===== src/rtl/vga_axil_pkg.sv =====
// Shared widths, types and helpers for the VGA AXI4-Lite front end.
package vga_axil_pkg;

    localparam int AXIL_ADDR_WIDTH   = 32;
    localparam int AXIL_DATA_WIDTH   = 32;
    localparam int AXIL_WIDTH_OFFSET = 2;
    localparam int NATIVE_ADDR_WIDTH = AXIL_ADDR_WIDTH - AXIL_WIDTH_OFFSET;

    typedef logic [AXIL_ADDR_WIDTH-1:0]   axil_addr_t;
    typedef logic [AXIL_DATA_WIDTH-1:0]   axil_data_t;
    typedef logic [NATIVE_ADDR_WIDTH-1:0] native_addr_t;

    typedef enum logic [1:0] {
        OKAY   = 2'b00,
        EXOKAY = 2'b01,
        SLVERR = 2'b10,
        DECERR = 2'b11
    } axil_resp_e;

    typedef enum logic [1:0] {
        W_IDLE,
        W_STROBE,
        W_RESP
    } wr_state_e;

    typedef enum logic [1:0] {
        R_IDLE,
        R_STROBE,
        R_WAIT,
        R_RESP
    } rd_state_e;

    // Byte address to native word address; the in-word byte offset is dropped.
    function automatic native_addr_t axil2native_addr(input axil_addr_t addr);
        return native_addr_t'(addr >> AXIL_WIDTH_OFFSET);
    endfunction

endpackage


===== src/rtl/vga_axil_if.sv =====
// AXI4-Lite bus between the system interconnect (master) and the VGA front end (slave).
interface vga_axil_if;
    import vga_axil_pkg::*;

    axil_addr_t awaddr;
    logic       awvalid;
    logic       awready;
    axil_data_t wdata;
    logic [3:0] wstrb;
    logic       wvalid;
    logic       wready;
    logic [1:0] bresp;
    logic       bvalid;
    logic       bready;
    axil_addr_t araddr;
    logic       arvalid;
    logic       arready;
    axil_data_t rdata;
    logic [1:0] rresp;
    logic       rvalid;
    logic       rready;

    modport master (
        output awaddr, awvalid, wdata, wstrb, wvalid, bready, araddr, arvalid, rready,
        input  awready, wready, bresp, bvalid, arready, rdata, rresp, rvalid
    );

    modport slave (
        input  awaddr, awvalid, wdata, wstrb, wvalid, bready, araddr, arvalid, rready,
        output awready, wready, bresp, bvalid, arready, rdata, rresp, rvalid
    );

endinterface


===== src/rtl/vga_native_if.sv =====
// Native strobe bus from the AXI-Lite front end (master) to the VGA register file (slave).
interface vga_native_if;
    import vga_axil_pkg::*;

    logic         write_en;
    native_addr_t addr_write;
    axil_data_t   data2native;
    logic         read_en_sync;
    native_addr_t addr_read;
    axil_data_t   data2axil;

    modport master (
        output write_en, addr_write, data2native, read_en_sync, addr_read,
        input  data2axil
    );

    modport slave (
        input  write_en, addr_write, data2native, read_en_sync, addr_read,
        output data2axil
    );

endinterface


===== src/rtl/vga_axil_wr_fsm.sv =====
// AXI-Lite write channels to a one-cycle native write strobe; strobe the cycle after both AW and W land,
// response the cycle after that. One write outstanding; AW/W ready stay low until B is accepted.
module vga_axil_wr_fsm
    import vga_axil_pkg::*;
(
    input  logic         clk,
    input  logic         arst_n,
    input  axil_addr_t   awaddr,
    input  logic         awvalid,
    output logic         awready,
    input  axil_data_t   wdata,
    input  logic         wvalid,
    output logic         wready,
    output logic [1:0]   bresp,
    output logic         bvalid,
    input  logic         bready,
    output logic         write_en,
    output native_addr_t addr_write,
    output axil_data_t   data2native
);

    wr_state_e    state_q, state_d;
    logic         aw_got_q, aw_got_d;
    logic         w_got_q, w_got_d;
    logic         awready_q, awready_d;
    logic         wready_q, wready_d;
    logic         bvalid_q, bvalid_d;
    logic         write_en_q, write_en_d;
    native_addr_t addr_q, addr_d;
    axil_data_t   data_q, data_d;

    logic aw_hs, w_hs, aw_done, w_done;

    assign aw_hs   = awvalid && awready_q;
    assign w_hs    = wvalid && wready_q;
    assign aw_done = aw_got_q || aw_hs;
    assign w_done  = w_got_q || w_hs;

    always_comb begin
        state_d    = state_q;
        aw_got_d   = aw_got_q;
        w_got_d    = w_got_q;
        awready_d  = 1'b0;
        wready_d   = 1'b0;
        bvalid_d   = bvalid_q;
        write_en_d = 1'b0;
        addr_d     = aw_hs ? axil2native_addr(awaddr) : addr_q;
        data_d     = w_hs ? wdata : data_q;
        case (state_q)
            W_IDLE: begin
                // Each channel is captured on its own; ready drops only for the one already held.
                if (aw_done && w_done) begin
                    aw_got_d   = 1'b0;
                    w_got_d    = 1'b0;
                    write_en_d = 1'b1;
                    state_d    = W_STROBE;
                end else begin
                    aw_got_d  = aw_done;
                    w_got_d   = w_done;
                    awready_d = !aw_done;
                    wready_d  = !w_done;
                end
            end
            W_STROBE: begin
                bvalid_d = 1'b1;
                state_d  = W_RESP;
            end
            W_RESP: begin
                if (bready) begin
                    bvalid_d  = 1'b0;
                    awready_d = 1'b1;
                    wready_d  = 1'b1;
                    state_d   = W_IDLE;
                end
            end
            default: state_d = W_IDLE;
        endcase
    end

    always_ff @(posedge clk or negedge arst_n) begin
        if (!arst_n) begin
            state_q    <= W_IDLE;
            aw_got_q   <= 1'b0;
            w_got_q    <= 1'b0;
            awready_q  <= 1'b0;
            wready_q   <= 1'b0;
            bvalid_q   <= 1'b0;
            write_en_q <= 1'b0;
            addr_q     <= '0;
            data_q     <= '0;
        end else begin
            state_q    <= state_d;
            aw_got_q   <= aw_got_d;
            w_got_q    <= w_got_d;
            awready_q  <= awready_d;
            wready_q   <= wready_d;
            bvalid_q   <= bvalid_d;
            write_en_q <= write_en_d;
            addr_q     <= addr_d;
            data_q     <= data_d;
        end
    end

    assign awready     = awready_q;
    assign wready      = wready_q;
    assign bvalid      = bvalid_q;
    assign bresp       = OKAY;
    assign write_en    = write_en_q;
    assign addr_write  = addr_q;
    assign data2native = data_q;

endmodule


===== src/rtl/vga_axil_slave_fsm.sv =====
// AXI4-Lite slave front end for the VGA register space: write path in vga_axil_wr_fsm, read path here.
// Read: strobe, one cycle for native data, then R held until rready; one read outstanding.
module vga_axil_slave_fsm
    import vga_axil_pkg::*;
(
    input  logic         clk,
    input  logic         arst_n,
    vga_axil_if.slave    axil,
    vga_native_if.master native
);

    vga_axil_wr_fsm u_wr_fsm (
        .clk         (clk),
        .arst_n      (arst_n),
        .awaddr      (axil.awaddr),
        .awvalid     (axil.awvalid),
        .awready     (axil.awready),
        .wdata       (axil.wdata),
        .wvalid      (axil.wvalid),
        .wready      (axil.wready),
        .bresp       (axil.bresp),
        .bvalid      (axil.bvalid),
        .bready      (axil.bready),
        .write_en    (native.write_en),
        .addr_write  (native.addr_write),
        .data2native (native.data2native)
    );

    // Byte strobes are not supported by the register file; every write is a full word.
    logic unused_wstrb;
    assign unused_wstrb = ^axil.wstrb;

    rd_state_e    rd_state_q, rd_state_d;
    logic         arready_q, arready_d;
    logic         read_en_q, read_en_d;
    logic         rvalid_q, rvalid_d;
    native_addr_t addr_read_q, addr_read_d;
    axil_data_t   rdata_q, rdata_d;

    always_comb begin
        rd_state_d  = rd_state_q;
        arready_d   = 1'b0;
        read_en_d   = 1'b0;
        rvalid_d    = rvalid_q;
        addr_read_d = addr_read_q;
        rdata_d     = rdata_q;
        case (rd_state_q)
            R_IDLE: begin
                if (axil.arvalid && arready_q) begin
                    addr_read_d = axil2native_addr(axil.araddr);
                    read_en_d   = 1'b1;
                    rd_state_d  = R_STROBE;
                end else begin
                    arready_d = 1'b1;
                end
            end
            R_STROBE: rd_state_d = R_WAIT;
            R_WAIT: begin
                rdata_d    = native.data2axil;
                rvalid_d   = 1'b1;
                rd_state_d = R_RESP;
            end
            R_RESP: begin
                if (axil.rready) begin
                    rvalid_d   = 1'b0;
                    arready_d  = 1'b1;
                    rd_state_d = R_IDLE;
                end
            end
            default: rd_state_d = R_IDLE;
        endcase
    end

    always_ff @(posedge clk or negedge arst_n) begin
        if (!arst_n) begin
            rd_state_q  <= R_IDLE;
            arready_q   <= 1'b0;
            read_en_q   <= 1'b0;
            rvalid_q    <= 1'b0;
            addr_read_q <= '0;
            rdata_q     <= '0;
        end else begin
            rd_state_q  <= rd_state_d;
            arready_q   <= arready_d;
            read_en_q   <= read_en_d;
            rvalid_q    <= rvalid_d;
            addr_read_q <= addr_read_d;
            rdata_q     <= rdata_d;
        end
    end

    assign axil.arready        = arready_q;
    assign axil.rvalid         = rvalid_q;
    assign axil.rdata          = rdata_q;
    assign axil.rresp          = OKAY;
    assign native.read_en_sync = read_en_q;
    assign native.addr_read    = addr_read_q;

endmodule


===== src/flat_wrapper.sv =====
// flat-port wrapper written by rule: the top's interface ports become plain ports
module vga_axil_slave_fsm_flat import vga_axil_pkg::*;
  (clk, arst_n, axil_awaddr, axil_awvalid, axil_wdata, axil_wstrb, axil_wvalid, axil_bready, axil_araddr, axil_arvalid, axil_rready, axil_awready, axil_wready, axil_bresp, axil_bvalid, axil_arready, axil_rdata, axil_rresp, axil_rvalid, native_write_en, native_addr_write, native_data2native, native_read_en_sync, native_addr_read, native_data2axil);
  vga_axil_if axil_i ();
  vga_native_if native_i ();
  input  logic clk;
  input  logic arst_n;
  input wire logic [$bits(axil_i.awaddr)-1:0] axil_awaddr;
  input wire logic [$bits(axil_i.awvalid)-1:0] axil_awvalid;
  input wire logic [$bits(axil_i.wdata)-1:0] axil_wdata;
  input wire logic [$bits(axil_i.wstrb)-1:0] axil_wstrb;
  input wire logic [$bits(axil_i.wvalid)-1:0] axil_wvalid;
  input wire logic [$bits(axil_i.bready)-1:0] axil_bready;
  input wire logic [$bits(axil_i.araddr)-1:0] axil_araddr;
  input wire logic [$bits(axil_i.arvalid)-1:0] axil_arvalid;
  input wire logic [$bits(axil_i.rready)-1:0] axil_rready;
  output wire logic [$bits(axil_i.awready)-1:0] axil_awready;
  output wire logic [$bits(axil_i.wready)-1:0] axil_wready;
  output wire logic [$bits(axil_i.bresp)-1:0] axil_bresp;
  output wire logic [$bits(axil_i.bvalid)-1:0] axil_bvalid;
  output wire logic [$bits(axil_i.arready)-1:0] axil_arready;
  output wire logic [$bits(axil_i.rdata)-1:0] axil_rdata;
  output wire logic [$bits(axil_i.rresp)-1:0] axil_rresp;
  output wire logic [$bits(axil_i.rvalid)-1:0] axil_rvalid;
  output wire logic [$bits(native_i.write_en)-1:0] native_write_en;
  output wire logic [$bits(native_i.addr_write)-1:0] native_addr_write;
  output wire logic [$bits(native_i.data2native)-1:0] native_data2native;
  output wire logic [$bits(native_i.read_en_sync)-1:0] native_read_en_sync;
  output wire logic [$bits(native_i.addr_read)-1:0] native_addr_read;
  input wire logic [$bits(native_i.data2axil)-1:0] native_data2axil;
  assign axil_i.awaddr = axil_awaddr;
  assign axil_i.awvalid = axil_awvalid;
  assign axil_i.wdata = axil_wdata;
  assign axil_i.wstrb = axil_wstrb;
  assign axil_i.wvalid = axil_wvalid;
  assign axil_i.bready = axil_bready;
  assign axil_i.araddr = axil_araddr;
  assign axil_i.arvalid = axil_arvalid;
  assign axil_i.rready = axil_rready;
  assign axil_awready = axil_i.awready;
  assign axil_wready = axil_i.wready;
  assign axil_bresp = axil_i.bresp;
  assign axil_bvalid = axil_i.bvalid;
  assign axil_arready = axil_i.arready;
  assign axil_rdata = axil_i.rdata;
  assign axil_rresp = axil_i.rresp;
  assign axil_rvalid = axil_i.rvalid;
  assign native_write_en = native_i.write_en;
  assign native_addr_write = native_i.addr_write;
  assign native_data2native = native_i.data2native;
  assign native_read_en_sync = native_i.read_en_sync;
  assign native_addr_read = native_i.addr_read;
  assign native_i.data2axil = native_data2axil;
  vga_axil_slave_fsm u_core (.clk(clk), .arst_n(arst_n), .axil(axil_i), .native(native_i));
endmodule

===== config.mk =====
export PLATFORM = sky130hd
export DESIGN_NAME = vga_axil_slave_fsm_flat
export DESIGN_NICKNAME = d
export VERILOG_FILES = /design/src/rtl/vga_axil_pkg.sv /design/src/rtl/vga_axil_if.sv /design/src/rtl/vga_native_if.sv /design/src/rtl/vga_axil_wr_fsm.sv /design/src/rtl/vga_axil_slave_fsm.sv /design/src/flat_wrapper.sv
export SDC_FILE = /design/constraint.sdc
export NUM_CORES = 1
export LEC_CHECK = 0
export ABC_AREA = 1
export BUFFER_PORTS_ARGS = -buffer_cell sky130_fd_sc_hd__buf_2
export CORE_MARGIN = 8
export CORE_UTILIZATION = 45
export CTS_CLUSTER_SIZE = 10
export DETAILED_ROUTE_END_ITERATION = 16
export GPL_ROUTABILITY_DRIVEN = 0
export MAX_ROUTING_LAYER = met4
export PLACE_DENSITY = 0.86
export SETUP_SLACK_MARGIN = 0.5
export SLEW_MARGIN = 25
export SYNTH_ARGS = -nofsm -noshare
export SYNTH_HDL_FRONTEND = slang
export SYNTH_SLANG_ARGS = --single-unit

===== constraint.sdc =====
create_clock -name clk -period 1.6 [get_ports clk]
set_input_delay 0.32 -clock clk [delete_from_list [all_inputs] [get_ports clk]]
set_output_delay 0.32 -clock clk [all_outputs]
set_load 0.02 [all_outputs]

==> Word level (Yosys, flattened, before mapping) <==
Index checks and enable logic that the tools add are counted.
{ "word_totals": {"elab_cells": 65, "ff_bits": 137, "out_inout_bits": 135, "input_bits": 139} }
{ "op_classes": {"muxes": 24, "n_eq_ne": 9, "n_reduce_logical": 17} }
{ "ops": {"columns": ["operator", "n"], "rows": [
  ["2-to-1 mux 1 bit", 13],
  ["case mux 1 bit (2 select lines)", 5],
  ["AND reduction 2 bit", 5],
  ["2-to-1 mux 2 bit", 4],
  ["case mux 2 bit (4 select lines)", 1],
  ["equality test 2 bit (second input constant)", 3],
  ["!= test 2 bit (second input constant)", 3],
  ["case mux 2 bit (3 select lines)", 1],
  ["equality test 2 x 1 -> 1 bit (second input constant)", 2],
  ["logical AND 1 bit", 4],
  ["zero test 2 bit", 2],
  ["nonzero test 2 bit", 2],
  ["zero test 1 bit", 2],
  ["logical OR 1 bit", 2],
  ["!= test 2 x 1 -> 1 bit (second input constant)", 1]
]} }

==> Depth between registers and ports, before layout <==
Gate-level depths: netlist (run 1).
{ "logic_depth": {"word_depth": 5, "depth_mapped": 7, "depth_no_buf": 6} }

==> Modules after synthesis <==
Synthesis (run 1) repeated with hierarchy kept, for this count alone.
{ "hier_totals": {"hier_cells": 607, "hier_area_um2": 5505.3} }
{ "by_module_without_submodules": {"columns": ["module", "n_inst", "cells_each", "seq_area_each_um2", "area_per_inst_um2"], "rows": [
  ["vga_axil_wr_fsm", 1, 305, 1751.7, 2857.7],
  ["vga_axil_slave_fsm", 1, 302, 1676.6, 2647.5]
]} }

==> Worst setup path after synthesis (run 1) <==
OpenSTA, ideal clock, no wires.
{ "synth_path": {"kind": "register to register", "from": "reg u_core.rd_state_q[0]", "to": "reg u_core.rd_state_q[0]", "path_slack_ns": 0.402, "setup_time_ns": 0.116, "synth_period_minus_slack_ns": 1.198, "stages_incl_launch_ff": 7, "n_path_buf": 1, "t_required_ns": 1.484, "arrival_ns": 1.081, "cell_sequence": "dfrtp_1 -> inv_1 -> ha_1 -> buf_4 -> or2_1 -> nand3_1 -> nand2_1"} }
{ "synth_via": {"elab_chain_cells": 3, "elab_cells_between_ends": 8, "cone_classes": "eq/ne (5); mux (1); reduce/logical (2)"} }
{ "synth_lines": {"columns": ["item", "line_no", "rtl"], "rows": [
  ["start, declared", "vga_axil_slave_fsm.sv:33", "rd_state_e rd_state_q, rd_state_d;"],
  ["start signal, assigned", "vga_axil_slave_fsm.sv:83", "rd_state_q <= rd_state_d;"],
  ["equality test 2 bit or zero test 2 bit (tied branches)", "vga_axil_slave_fsm.sv:47", "case (rd_state_q)"],
  ["!= test 2 bit (no source line) or != test 2 x 1 -> 1 bit (tied branches)", null, null],
  ["AND reduction 2 bit (no source line)", null, null]
]} }
Several ways; a longest one is shown, not always the timed one.
A chain may end at the register's enable or synchronous reset.

==> Final worst setup path (run 1) <==
{ "layout_path": {"from": "reg u_core.rd_state_q[0]", "to": "reg u_core.addr_read_q[9], in the netlist u_core.native.addr_read[9]"} }
{ "layout_via": {"elab_chain_cells": 2} }
{ "layout_lines": {"columns": ["item", "line_no", "rtl"], "rows": [
  ["zero test 2 bit", "vga_axil_slave_fsm.sv:47", null],
  ["AND reduction 2 bit (no source line)", null, null],
  ["end signal, assigned", "vga_axil_slave_fsm.sv:87", "addr_read_q <= addr_read_d;"],
  ["end, declared", "vga_axil_slave_fsm.sv:37", "native_addr_t addr_read_q, addr_read_d;"]
]} }
Every way passes these cells.

==> results of run 1 <==
power groups by stage:
| stage | combinational [mW] | sequential, mW | clock, mW |
|---|---|---|---|
| detailed placement | 7.02 | 6.01 | 0 |
| global placement | 6.81 | 5.96 | 0 |
| floorplan | 2.37 | 8.02 | 0 |
| CTS | 11.7 | 6.36 | 4.18 |
| finish | 15.0 | 6.66 | 4.27 |
| global route | 15.6 | 6.75 | 4.44 |
per-layer routing:
| metal | up-vias | part of all wire, % | track usage (%) |
|---|---|---|---|
| met3 | 131 | 8.4 | 7.14 |
| met1 | 3116 | 35 | 29.0 |
| met5 | - | 0 | - |
| met4 | 0 | 5.1 | 15.1 |
| li1 | 2643 | - | - |
| met2 | 497 | 52 | 48.2 |
synth_stat cells (all sizes together):
| cell | instances | share of area, % |
|---|---|---|
| nand2 | 301 | 21 |
| dfrtp | 137 | 64 |
| inv | 43 | 3.0 |
| nand3 | 35 | 3.3 |
| o21ai | 34 | 3.2 |
| buf | 30 | 3.8 |
| a21oi | 4 | 0.37 |
| ha | 4 | 0.93 |
| nor2 | 3 | 0.26 |
| clkbuf | 2 | 0.14 |
| or2 | 2 | 0.23 |
| conb | 1 | 0.070 |
final cells by class:
cell class              instances  area, um^2
diodes                          2        5.00
clock buffers                  22         484
clock inverters                 8         143
fillers                       417        1170
inverters                      43         181
multi-input cells             387        2230
flip-flops and latches        137        3430
well taps                     147         184
repair buffers                423        4030
stage by stage:
step	setup slack [ns]	cell area [um^2]
after floorplan	0.464	5410
after global placement	0.318	6830
after detailed placement	0.251	6830
after CTS	0.210	9600
after global routing	0.0710	10700
final	0.0903	10700
placed cells by master (no fill, tap or decap), types with 3 or more instances in the layout:
cell,netlist,layout
buf_4,11,105
o21ai_2,0,25
clkbuf_8,0,4
buf_12,0,15
buf_8,0,6
bufinv_16,0,4
clkbuf_16,0,22
nand2_1,300,204
dfrtp_1,137,137
nand3_2,1,5
buf_2,15,129
conb_1,1,4
clkinv_2,0,3
nand2_4,0,33
buf_6,4,147
o21ai_1,0,6
ha_4,0,3
nand2_2,1,62
buf_16,0,14
inv_1,41,39
nand3_1,34,29
cells by family after synthesis:
logic type | after synthesis
AOI/OAI and AO/OA | 38
adders and majority gates | 4
buffers and inverters | 75
DFF | 137
other | 1
and+or+nand+nor | 341
state kept, by name, summed over array words and instances, names as in the netlist, 2 cells and up:
signal and cells:
u_core.axil.rdata 32, u_core.native.addr_read 30, u_core.rd_state_q 2, u_core.u_wr_fsm.addr_write 30, u_core.u_wr_fsm.data2native 32, u_core.u_wr_fsm.state_q 2
repair_timing:
action	CTS	global route
hold endpoints to repair	30	0
resized for setup	382	156
hold buffers	1	0
cloned	16	5
buffers inserted	67	58
setup endpoints to repair	225	245
pin swaps	27	34
critical path: stages, from the launching register on:
cell and delay [ns]:
dfrtp_1 0.40, inv_2 0.12, ha_4 0.17, nand3_4 0.18, buf_12 0.21, buf_16 0.13
nand2_1 0.08, nand2_1 0.09
path summary, 6_finish.rpt:
kind | start | to | slack [ns] | depth (start not counted)
hold reg to reg | u_core.u_wr_fsm.aw_got_q | u_core.u_wr_fsm.aw_got_q | 0.48 | 2
setup reg to reg | u_core.rd_state_q[0] | u_core.native.addr_read[9] | 0.09 | 7
min in group asynchronous | arst_n | u_core.u_wr_fsm.addr_write[28] | 0.39 | 2
max in group asynchronous | arst_n | u_core.axil.rdata[2] | 0.62 | 3
setup / recovery | u_core.rd_state_q[0] | u_core.native.addr_read[9] | 0.09 | 7
hold / removal | axil_wdata[23] | u_core.u_wr_fsm.data2native[23] | 0.1 | 3
==> out/metrics.cfg, run 1 <==
[global_routing]
grt_first_pass_wirelength_um=33300
antenna_found_initial=1
grt_pass1_vias=6246
grt_max_degree=50
grt-ovfl-total=0
groute.usage.overall_pct=28.0

[clocking]
clk_latency_ns=0.42
clockBufferDepth=2
cts_sinks=137
cts_tree=yes
clock-root-buffer=clkbuf_16
htree_num_levels=4
clk_pin_slew_worst_paths_ns=0.07
numCtsBuffers=17

[yosys]
synth_top_family_by_area=simple AND/OR/NAND/NOR gates
synth.mux.area_fraction_pct=0
synth_warnings=0
synthAdderAreaFrac_pct=0.930
ys_seq_area_share_pct=63.7
syn_inst=596
yosys.area_share.simple_pct=24.9
synthXorXnorAreaFrac_pct=0
synth-compound-area-share_pct=3.53
ys_seq_elements=137
syn_avg_cell_area_um2=9.03
netlist_area_mm2=0.00538
yosysUniqueCellTypes=19

[placed_design]
post-place-cells=990
io_buffers=261
hpwl_um=11200

[min_path]
hold_path.class=input port to flop

[drt]
via_per_inst=5.46
drc=0
routedWlPerCell_um=23.5
final_antenna_net_count=0
first_iter_violations=651
vias=6387
routed_wl_um=27500
firstDrtPassIters=7

[power_and_ir_drop]
netSwitchingPower_mw=10.4
p_int_mw=15.5
p_leak_nw=5.83
finalPower_mw=25.9
switching_share_pct=40.0
sequentialPowerShare_pct=25.7
p_clk_share_pct=16.5
ir_drop_v=0.00166
power_frac_comb_pct=57.8
power.density_mw_per_mm2=2420

[floorplan]
die_w_um=125
rows=40
core_area_mm2=0.0119
die_y_um=125
dieArea_mm2=0.0157
initial_core_util_pct=45.4
pin_count=274

[sta]
rsz0062_at_grt=yes
setup_viol=0
fmax_mhz=662
hold_viol_final=0
tns_ns=0
period_share_pct=94.4
slew_violations=0
fin_hold_ws_ns=0.0970
finClkSkew_ns=0.0131
period_needed_ns=1.51

[job]
cap_violations=0

[final_layout]
drive_gt1_share_pct=58.1
fin_nets=1152
stdcell_count=1169
areaGrowthSynthToFinish_pct=98.6
utilization_pct=90.1

[critical_path]
required_ns=1.89
start_kind=flop
cp-end-kind=flop
path_class=flop to flop
critPathMaxFanout=5
arrival_ns=1.80

[outcome]
status=complete, no violations

Note: power is estimated with default switching activity, not from simulation.
==> inputs of run 2 (changes only) <==
CORE_UTILIZATION = 41   (was 45)
PLACE_DENSITY = 0.83   (was 0.86)
clock period = 1.3 ns   (was 1.6 ns; I/O delays follow)
==> run 2 against run 1 <==
- the run now ends with negative hold slack, negative setup slack left
- clock power rose by 13%
- die area grew 8.5%
- first-iteration DRC count down 35%
- via count decreased by 9.1%
- non-clock buffer count shrank 48
- cell area decreased by 3.4%
- critical path depth is the same
- fmax grew 14%
- core utilization decreased by 11 points
- combinational power up 11%
- largest cell class unchanged
==> out/metrics.cfg, run 2 (synthesis results as in run 1) <==
[floorplan]
die_y_um=131  ; +4.2%
die_w_um=131  ; +4.2%
core_area_mm2=0.0130  ; +9.9%
pin_count=274  ; unchanged
rows=42  ; +5.0%
dieArea_mm2=0.0171  ; +8.5%
initial_core_util_pct=41.3  ; -4.1 points

[drt]
routedWlPerCell_um=20.8  ; -12%
drc=0  ; unchanged
via_per_inst=5.02  ; -8.2%
routed_wl_um=24100  ; -12%
final_antenna_net_count=0  ; unchanged
firstDrtPassIters=5  ; -2
first_iter_violations=421  ; -35%
vias=5808  ; -9.1%

[global_routing]
groute.usage.overall_pct=21.7  ; -6.3 points
grt_first_pass_wirelength_um=27700  ; -17%
grt-ovfl-total=0  ; unchanged
antenna_found_initial=1  ; unchanged
grt_pass1_vias=5608  ; -10%
grt_max_degree=41  ; -18%

[sta]
fin_hold_ws_ns=-0.267  ; -0.364 ns
period_needed_ns=1.32  ; -0.190 ns
hold_viol_final=23  ; +23
tns_ns=-0.0263  ; -0.0263 ns
slew_violations=0  ; unchanged
finClkSkew_ns=0.0102  ; -0.00295 ns
fin_ws_ns=-0.0194  ; -0.110 ns
setup_viol=3  ; +3
rsz0062_at_grt=yes
fmax_mhz=758  ; +14%
period_share_pct=101  ; +7.1 points

[final_layout]
drive_gt1_share_pct=58.1  ; about the same
stdcell_count=1158  ; -0.94%
layout.cells.most_common=nand2_1
finalInstanceArea_mm2=0.0103  ; -3.4%
fin_nets=1112  ; -3.5%
utilization_pct=79.3  ; -11 points
areaGrowthSynthToFinish_pct=91.9
final_cell_mix=nand2_1 (208), buf_6 (149), dfrtp_1 (134)

[clocking]
htree_num_levels=4  ; unchanged
cts_tree=yes
clock-root-buffer=clkbuf_16
cts_sinks=137  ; unchanged
clockBufferDepth=2  ; unchanged
clk_pin_slew_worst_paths_ns=0.06  ; about the same
clk_latency_ns=0.41  ; about the same
numCtsBuffers=17  ; unchanged

[job]
cap_violations=0  ; unchanged

[critical_path]
arrival_ns=1.66  ; -0.14 ns
critPathMaxFanout=10  ; +5
start_kind=flop
r2r_setup_slack_ns=-0.02  ; -0.11 ns
path_delay_family=buffers and inverters
cpMaxStageDelayCell=dfrtp_1
max_stage_delay_ns=0.39  ; about the same
path_class=flop to flop
crit_buf_inv=3  ; unchanged
required_ns=1.64  ; -0.25 ns
cpMostUsedCell=nand2_1
cp_cell_sequence=inv_2 -> ha_4 -> nand3_4 -> inv_6 -> clkbuf_16 -> nand2_1 -> nand2_1
cp-end-kind=flop

[min_path]
hold_path.class=input port to async pin

[placed_design]
pre_cts_ws_ns=-0.00942  ; -0.260 ns
place_area_mm2=0.00695  ; +1.8%
hpwl_um=11600  ; +3.4%
io_buffers=261  ; unchanged
post-place-cells=1024  ; +3.4%

[power_and_ir_drop]
ir_drop_v=0.00161  ; -3.2%
p_leak_nw=5.55  ; -4.8%
power.density_mw_per_mm2=2880  ; +19%

[outcome]
status=finished, violations left
failed_checks=negative hold slack, negative setup slack

run 2: power by group:
| part | switching (mW) | internal, mW | total, mW | leakage, nW |
|---|---|---|---|---|
| Clock | 1.79 | 3.05 | 4.84 | 0.295 |
| Sequential | 1.88 | 6.36 | 8.23 | 1.70 |
| Combinational | 8.38 | 8.34 | 16.7 | 3.55 |
| Total | 12.1 | 17.7 | 29.8 | 5.55 |
run 2: area by class of cell:
cell class / instances / area (um^2)
Timing Repair Buffer: 375 / 3460
Sequential cell: 137 / 3430
Fill cell: 680 / 2700
Multi-Input combinational cell: 391 / 2380
Clock buffer: 23 / 498
Tap cell: 176 / 220
Inverter: 43 / 193
Clock inverter: 8 / 92.6
Timing Repair inverter: 4 / 50.0
Antenna cell: 1 / 2.50
run 2: routing by layer:
layer | up-vias | part of all wire (%) | global-route usage, %
met2 | 331 | 53 | 36.6
met5 | - | 0 | -
met1 | 2826 | 36 | 23.4
met4 | 0 | 3.6 | 9.39
li1 | 2576 | - | -
met3 | 75 | 7.7 | 6.37
run 2: worst register-to-register path: cells and delay by family (launching register included):
family,cells,cell delay [ns]
adder cells (fa/ha/maj),1,0.16
buffers and inverters,3,0.42
AND/OR/NAND/NOR,3,0.26
flip-flops,1,0.39
run 2: final timing paths:
path	from	to	depth (start not counted)
max in group asynchronous	arst_n	u_core.u_wr_fsm.addr_write[25]	2
setup / recovery	u_core.rd_state_q[0]	u_core.native.addr_read[23]	7
hold reg to reg	u_core.u_wr_fsm.aw_got_q	u_core.u_wr_fsm.aw_got_q	2
min in group clk	axil_araddr[21]	u_core.native.addr_read[19]	3
hold / removal	arst_n	u_core.native.addr_read[28]	1
setup reg to reg	u_core.rd_state_q[0]	u_core.native.addr_read[23]	7
run 2: metrics by stage:
stage / hold slack (ns) / power, mW
floorplan: -0.0356 / 12.9
global placement: 0.162 / 15.9
detailed placement: 0.167 / 16.2
CTS: -0.271 / 25.2
global route: -0.262 / 31.1
finish: -0.267 / 29.8
run 2: what timing repair did:
action                                  4_1_cts  5_1_grt
endpoints found under the hold margin        23       23
buffers inserted                             29       50
pin swaps                                     1       47
cloned                                        4       19
gates resized for setup                     299      231
endpoints found under the setup margin      268      268
